### src/rtl/ex_muldiv_stage.sv
// Execute-stage front end: operand forwarding, ALU source selection, and a
// multi-cycle multiply/divide unit with HI/LO registers and hazard stall.
module ex_muldiv_stage #(
  parameter int DATA_W     = 32,
  parameter int SHAMT_W    = 5,
  parameter int MUL_CYCLES = 4
) (
  input  logic               clk,
  input  logic               reset,
  input  logic               valid_in,
  input  logic               flush,
  input  logic [1:0]         forward_a,
  input  logic [1:0]         forward_b,
  input  logic [DATA_W-1:0]  reg_a,
  input  logic [DATA_W-1:0]  reg_b,
  input  logic [DATA_W-1:0]  fwd_exmem,
  input  logic [DATA_W-1:0]  fwd_memwb,
  input  logic [SHAMT_W-1:0] shamt,
  input  logic [DATA_W-1:0]  imm,
  input  logic               alu_src1,
  input  logic               alu_src2,
  input  logic [2:0]         md_op,
  input  logic [1:0]         md_read,
  input  logic [DATA_W-1:0]  alu_result,
  output logic [DATA_W-1:0]  alu_in1,
  output logic [DATA_W-1:0]  alu_in2,
  output logic [DATA_W-1:0]  ex_result,
  output logic [DATA_W-1:0]  hi,
  output logic [DATA_W-1:0]  lo,
  output logic               busy,
  output logic               md_done,
  output logic               stall_req
);

  localparam int CNT_MAX = (MUL_CYCLES > DATA_W) ? MUL_CYCLES : DATA_W;
  localparam int CNT_W   = $clog2(CNT_MAX + 1);

  localparam logic [2:0] OP_MULT  = 3'b001;
  localparam logic [2:0] OP_MULTU = 3'b010;
  localparam logic [2:0] OP_DIV   = 3'b011;
  localparam logic [2:0] OP_DIVU  = 3'b100;
  localparam logic [2:0] OP_MTHI  = 3'b101;
  localparam logic [2:0] OP_MTLO  = 3'b110;

  typedef enum logic [1:0] {IDLE = 2'b00, MUL = 2'b01, DIV = 2'b10} state_t;

  state_t              state, state_next;
  logic [CNT_W-1:0]    cnt;
  logic [DATA_W-1:0]   fa, fb;
  logic                issue, is_mul, is_div, div_signed;
  logic                cnt_last_mul, cnt_last_div;
  logic [DATA_W-1:0]   mul_a, mul_b;
  logic                mul_signed;
  logic [2*DATA_W-1:0] mul_ext_a, mul_ext_b, product;
  logic [DATA_W-1:0]   abs_a, abs_b;
  logic [DATA_W-1:0]   dvs, rem, quo, rem_next, quo_next, quo_fix, rem_fix;
  logic [DATA_W:0]     rem_shift, diff;
  logic                neg_q, neg_r;

  // Forwarding muxes and ALU operand selection
  always_comb begin
    case (forward_a)
      2'b00:   fa = reg_a;
      2'b01:   fa = fwd_memwb;
      2'b10:   fa = fwd_exmem;
      default: fa = '0;
    endcase
    case (forward_b)
      2'b00:   fb = reg_b;
      2'b01:   fb = fwd_memwb;
      2'b10:   fb = fwd_exmem;
      default: fb = '0;
    endcase
    alu_in1 = alu_src1 ? DATA_W'(shamt) : fa;
    alu_in2 = alu_src2 ? imm : fb;
  end

  // Hazard, issue and result selection
  always_comb begin
    busy       = (state != IDLE);
    stall_req  = valid_in & busy & ((md_op != 3'b000) | (md_read != 2'b00));
    issue      = valid_in & ~flush & ~stall_req;
    is_mul     = (md_op == OP_MULT) | (md_op == OP_MULTU);
    is_div     = (md_op == OP_DIV) | (md_op == OP_DIVU);
    div_signed = (md_op == OP_DIV);
    case (md_read)
      2'b01:   ex_result = hi;
      2'b10:   ex_result = lo;
      default: ex_result = alu_result;
    endcase
  end

  // Multiplier product and one restoring-divide step on magnitudes
  always_comb begin
    cnt_last_mul = (cnt == CNT_W'(MUL_CYCLES - 1));
    cnt_last_div = (cnt == CNT_W'(DATA_W - 1));
    mul_ext_a    = {{DATA_W{mul_signed & mul_a[DATA_W-1]}}, mul_a};
    mul_ext_b    = {{DATA_W{mul_signed & mul_b[DATA_W-1]}}, mul_b};
    product      = mul_ext_a * mul_ext_b;
    abs_a        = (div_signed & fa[DATA_W-1]) ? (~fa + 1'b1) : fa;
    abs_b        = (div_signed & fb[DATA_W-1]) ? (~fb + 1'b1) : fb;
    rem_shift    = {rem, quo[DATA_W-1]};
    diff         = rem_shift - {1'b0, dvs};
    rem_next     = diff[DATA_W] ? rem_shift[DATA_W-1:0] : diff[DATA_W-1:0];
    quo_next     = {quo[DATA_W-2:0], ~diff[DATA_W]};
    quo_fix      = neg_q ? (~quo_next + 1'b1) : quo_next;
    rem_fix      = neg_r ? (~rem_next + 1'b1) : rem_next;
  end

  // Next-state logic; divide by zero never leaves IDLE
  always_comb begin
    state_next = state;
    case (state)
      IDLE: begin
        if (issue && is_mul) begin
          state_next = MUL;
        end else if (issue && is_div && (fb != '0)) begin
          state_next = DIV;
        end else begin
          state_next = IDLE;
        end
      end
      MUL:     state_next = cnt_last_mul ? IDLE : MUL;
      DIV:     state_next = cnt_last_div ? IDLE : DIV;
      default: state_next = IDLE;
    endcase
  end

  // State register
  always_ff @(posedge clk) begin
    if (reset) begin
      state <= IDLE;
    end else begin
      state <= state_next;
    end
  end

  // Operand capture, iteration and HI/LO commit
  always_ff @(posedge clk) begin
    if (reset) begin
      cnt        <= '0;
      hi         <= '0;
      lo         <= '0;
      md_done    <= 1'b0;
      mul_a      <= '0;
      mul_b      <= '0;
      mul_signed <= 1'b0;
      dvs        <= '0;
      rem        <= '0;
      quo        <= '0;
      neg_q      <= 1'b0;
      neg_r      <= 1'b0;
    end else begin
      md_done <= 1'b0;
      case (state)
        IDLE: begin
          if (issue) begin
            case (md_op)
              OP_MULT, OP_MULTU: begin
                mul_a      <= fa;
                mul_b      <= fb;
                mul_signed <= (md_op == OP_MULT);
                cnt        <= '0;
              end
              OP_DIV, OP_DIVU: begin
                if (fb == '0) begin
                  lo      <= '1;
                  hi      <= fa;
                  md_done <= 1'b1;
                end else begin
                  dvs   <= abs_b;
                  quo   <= abs_a;
                  rem   <= '0;
                  neg_q <= div_signed & (fa[DATA_W-1] ^ fb[DATA_W-1]);
                  neg_r <= div_signed & fa[DATA_W-1];
                  cnt   <= '0;
                end
              end
              OP_MTHI: hi <= fa;
              OP_MTLO: lo <= fa;
              default: ;
            endcase
          end
        end
        MUL: begin
          if (cnt_last_mul) begin
            {hi, lo} <= product;
            md_done  <= 1'b1;
          end else begin
            cnt <= cnt + CNT_W'(1);
          end
        end
        DIV: begin
          rem <= rem_next;
          quo <= quo_next;
          if (cnt_last_div) begin
            lo      <= quo_fix;
            hi      <= rem_fix;
            md_done <= 1'b1;
          end else begin
            cnt <= cnt + CNT_W'(1);
          end
        end
        default: ;
      endcase
    end
  end

endmodule

### config.mk
export PLATFORM = sky130hd
export DESIGN_NAME = ex_muldiv_stage
export DESIGN_NICKNAME = d
export VERILOG_FILES = /design/src/rtl/ex_muldiv_stage.sv
export SDC_FILE = /design/constraint.sdc
export NUM_CORES = 2
export LEC_CHECK = 0
export CORE_UTILIZATION = 45
export CTS_BUF_LIST = sky130_fd_sc_hd__clkbuf_16
export DETAILED_ROUTE_END_ITERATION = 12
export GPL_TIMING_DRIVEN = 1
export PLACE_DENSITY = 0.76
export SLEW_MARGIN = 20
export SYNTH_ARGS = -nofsm -noshare
export SYNTH_HDL_FRONTEND = slang
export SYNTH_SLANG_ARGS = --single-unit
### constraint.sdc
create_clock -name clk -period 11.1 [get_ports clk]
set_input_delay 2.22 -clock clk [delete_from_list [all_inputs] [get_ports clk]]
set_output_delay 2.22 -clock clk [all_outputs]
set_load 0.02 [all_outputs]
==> results_dict.tcl <==
set metrics [dict create \
    run_status "complete, no violations" \
    tightest_slew_ps 1285 \
    die_width_um 353.5 \
    track_usage 0.3303 \
    num_rows 128 \
    grt_max_degree 94 \
    yosysWarnings 0 \
    vias_per_cell 5.803 \
    finalSetupTns_ps 0 \
    fin_ws_ps 1485 \
    antenna_found_initial 13 \
    finClkSkew_ps 64.79 \
    ys.flop_type "dfxtp_1" \
    arrival_ps 10040 \
    overflow 0 \
    ctsHoldBuffers 0 \
    nNetsFinal 8353 \
    cts_tree "built" \
    wl_per_cell_um 24.43 \
    slowest_stage "fa_1" \
    max_freq_mhz 104.0 \
    initial_core_util 0.4550 \
    fillers 11360 \
    insertion_delay_ps 650 \
    place_inst 8353 \
    powerDensity_nw_per_um2 55.45 \
    max_stage_delay_ps 980 \
    portBuffers 374 \
    first_iter_violations 5478 \
    yosysTopAreaCell "fa_1" \
    drc 0 \
    final_common_cell "inv_1" \
    cts_resized 0 \
    fin_crit_sh 0.8662 \
    seq_area_frac_synth 0.08498 \
    leakage_nw 28.63 \
    synth_cells 6613 \
    grt_pass1_wl_um 313600 \
    drt_wl_total_um 205500 \
    synthToLayoutAreaGrowth_pct 11.71 \
    io_pins 375 \
    postCtsSetupRepairBufs 0 \
    period_needed_ps 9615 \
    drv_slew 0 \
    critical_path.endpoint_type "register" \
    cts.htree.levels 1 \
    synthArstFlopShare 0 \
    hold_ws_ps 480.7 \
    finalSetupViolCount 0 \
    seqCellArea_um2 4731 \
    fp.dieArea_um2 125000 \
    place_congestion 1.031 \
    multi_input_area_um2 44900 \
    cpMostUsedCell "fa_1" \
    synth_area_um2 55600 \
    path_class "reg -> reg" \
    drv_cap 0 \
    avgSynthCellArea_um2 8.407 \
    clk_pin_slew_worst_paths_ps 70 \
    ys_seq_elements 236 \
    final-hold-violation-count 0 \
    cts_buffer_depth 3 \
    cts.sinks 236 \
    cts_root_buffer "clkbuf_16" \
    relSlewSlack 0.1431 \
    dpl_worst_slack_ps 1647 \
    layout_common_cells "inv_1 (1,202), fa_1 (1,126), nand2_1 (883), nor2_1 (485), clkdlybuf4s50_1 (371)" \
    worstPathMaxFanout 13 \
    via_count 48820 \
    ant_nets 0 \
    crit_required_ps 11530 \
    core_area_um2 122200 \
    cts_buffers 28 \
    drtPass1Iterations 6 \
    synth_nets 8207 \
    synth_area_leaders "fa_1 (41%), dfxtp_1 (8.5%), inv_1 (8.1%), nand2_1 (6.0%), ha_1 (5.8%)" \
    peakVddDrop_mv 0.09496 \
    instances_no_fill 8413 \
    synth-edff-count 0 \
    yosysTopAreaCellShare 0.4055 \
    dp_hpwl_um 164900 \
    ys_types 83 \
    holdCritPathClass "reg -> reg" \
    die_h_um 353.5 \
    layout-drive-gt1-share 0.04690 \
    report.power.total_mw 3.444 \
    startpoint_type "register" \
    grt_pass1_vias 50420 \
    rsz0062_at_grt "no" \
]
state kept, by name (all words and copies together) (netlist names), 2 cells and up:
signal / flops
quo: 32
hi: 32
mul_b: 32
cnt: 6
rem: 32
dvs: 32
state: 2
lo: 32
mul_a: 32
cell type report:
cell class / instances / area share
Clock buffer: 28 / 0.01128
Inverter: 1199 / 0.07246
Clock inverter: 23 / 0.004734
Sequential cell: 236 / 0.07617
Tap cell: 1625 / 0.03274
Timing Repair Buffer: 532 / 0.07929
Antenna cell: 8 / 0.0003223
Multi-Input combinational cell: 4762 / 0.7230
where the power goes:
group / internal [mW] / leakage [nW] / switching [mW]
Combinational: 0.504 / 26.2 / 0.931
Clock: 0.601 / 0.494 / 0.453
Sequential: 0.877 / 1.91 / 0.0785
Total: 1.98 / 28.6 / 1.46
Yosys cell counts (21+ instances only):
| cell | n |
|---|---|
| nand2_1 | 883 |
| o31ai_1 | 31 |
| and3_1 | 42 |
| or2_2 | 21 |
| a211oi_1 | 69 |
| a21oi_1 | 301 |
| and2_1 | 364 |
| nor4_1 | 28 |
| a22oi_1 | 36 |
| o21ai_0 | 117 |
| a21o_1 | 73 |
| a31oi_1 | 21 |
| nor3_1 | 96 |
| xnor2_1 | 134 |
| mux2i_1 | 109 |
| fa_1 | 1126 |
| a221oi_1 | 47 |
| clkbuf_1 | 390 |
| ha_1 | 256 |
| nor2_1 | 486 |
| nand3_1 | 76 |
| o2bb2ai_1 | 37 |
| dfxtp_1 | 236 |
| xor2_1 | 49 |
| inv_1 | 1198 |
| nor2b_1 | 27 |
| o211ai_1 | 34 |
| mux2_2 | 46 |
| nand2b_1 | 22 |
stage by stage:
stage,area (µm²),util
5_1_grt,62090,0.5081
6_report,62110,0.5083
3_3_place_gp,61070,0.4997
3_5_place_dp,61080,0.4998
2_1_floorplan,55600,-
4_1_cts,62070,0.5080
kinds of logic after synthesis:
group                      count (synthesis)  share of synthesized area
adders and majority gates               1382                     0.4631
buffers and inverters                   1615                     0.1096
and+or+nand+nor                         2112                     0.1732
AOI/OAI and AO/OA                        929                     0.1111
xor gates and xnor gates                 184                    0.02912
muxes                                    155                    0.02894
DFF                                      236                    0.08498
critical path: cells and delay by family (launching register included):
kind | cells | cell delay [ps]
flops | 1 | 340
fa+ha+maj | 9 | 4810
xor+xnor | 1 | 190
buf+inv | 7 | 1160
compound gates | 3 | 1540
simple gates | 6 | 1410
per-layer routing:
layer | routed length, µm | up-vias | global-route usage
li1 | - | 20870 | -
met1 | 81230 | 24510 | 0.4461
met4 | 10690 | 10 | 0.1410
met5 | 72 | - | 0
met2 | 89500 | 2882 | 0.5034
met3 | 23990 | 553 | 0.08325
worst paths after layout:
check	startpoint	to	slack (ps)	cells past startpoint
min reg2reg	hi[11]	hi[11]	480	2
max reg2reg	mul_signed	hi[22]	1490	26
min	hi[11]	hi[11]	480	2
max	mul_signed	hi[22]	1490	26
No activity file was read; power rests on OpenSTA's default activity.
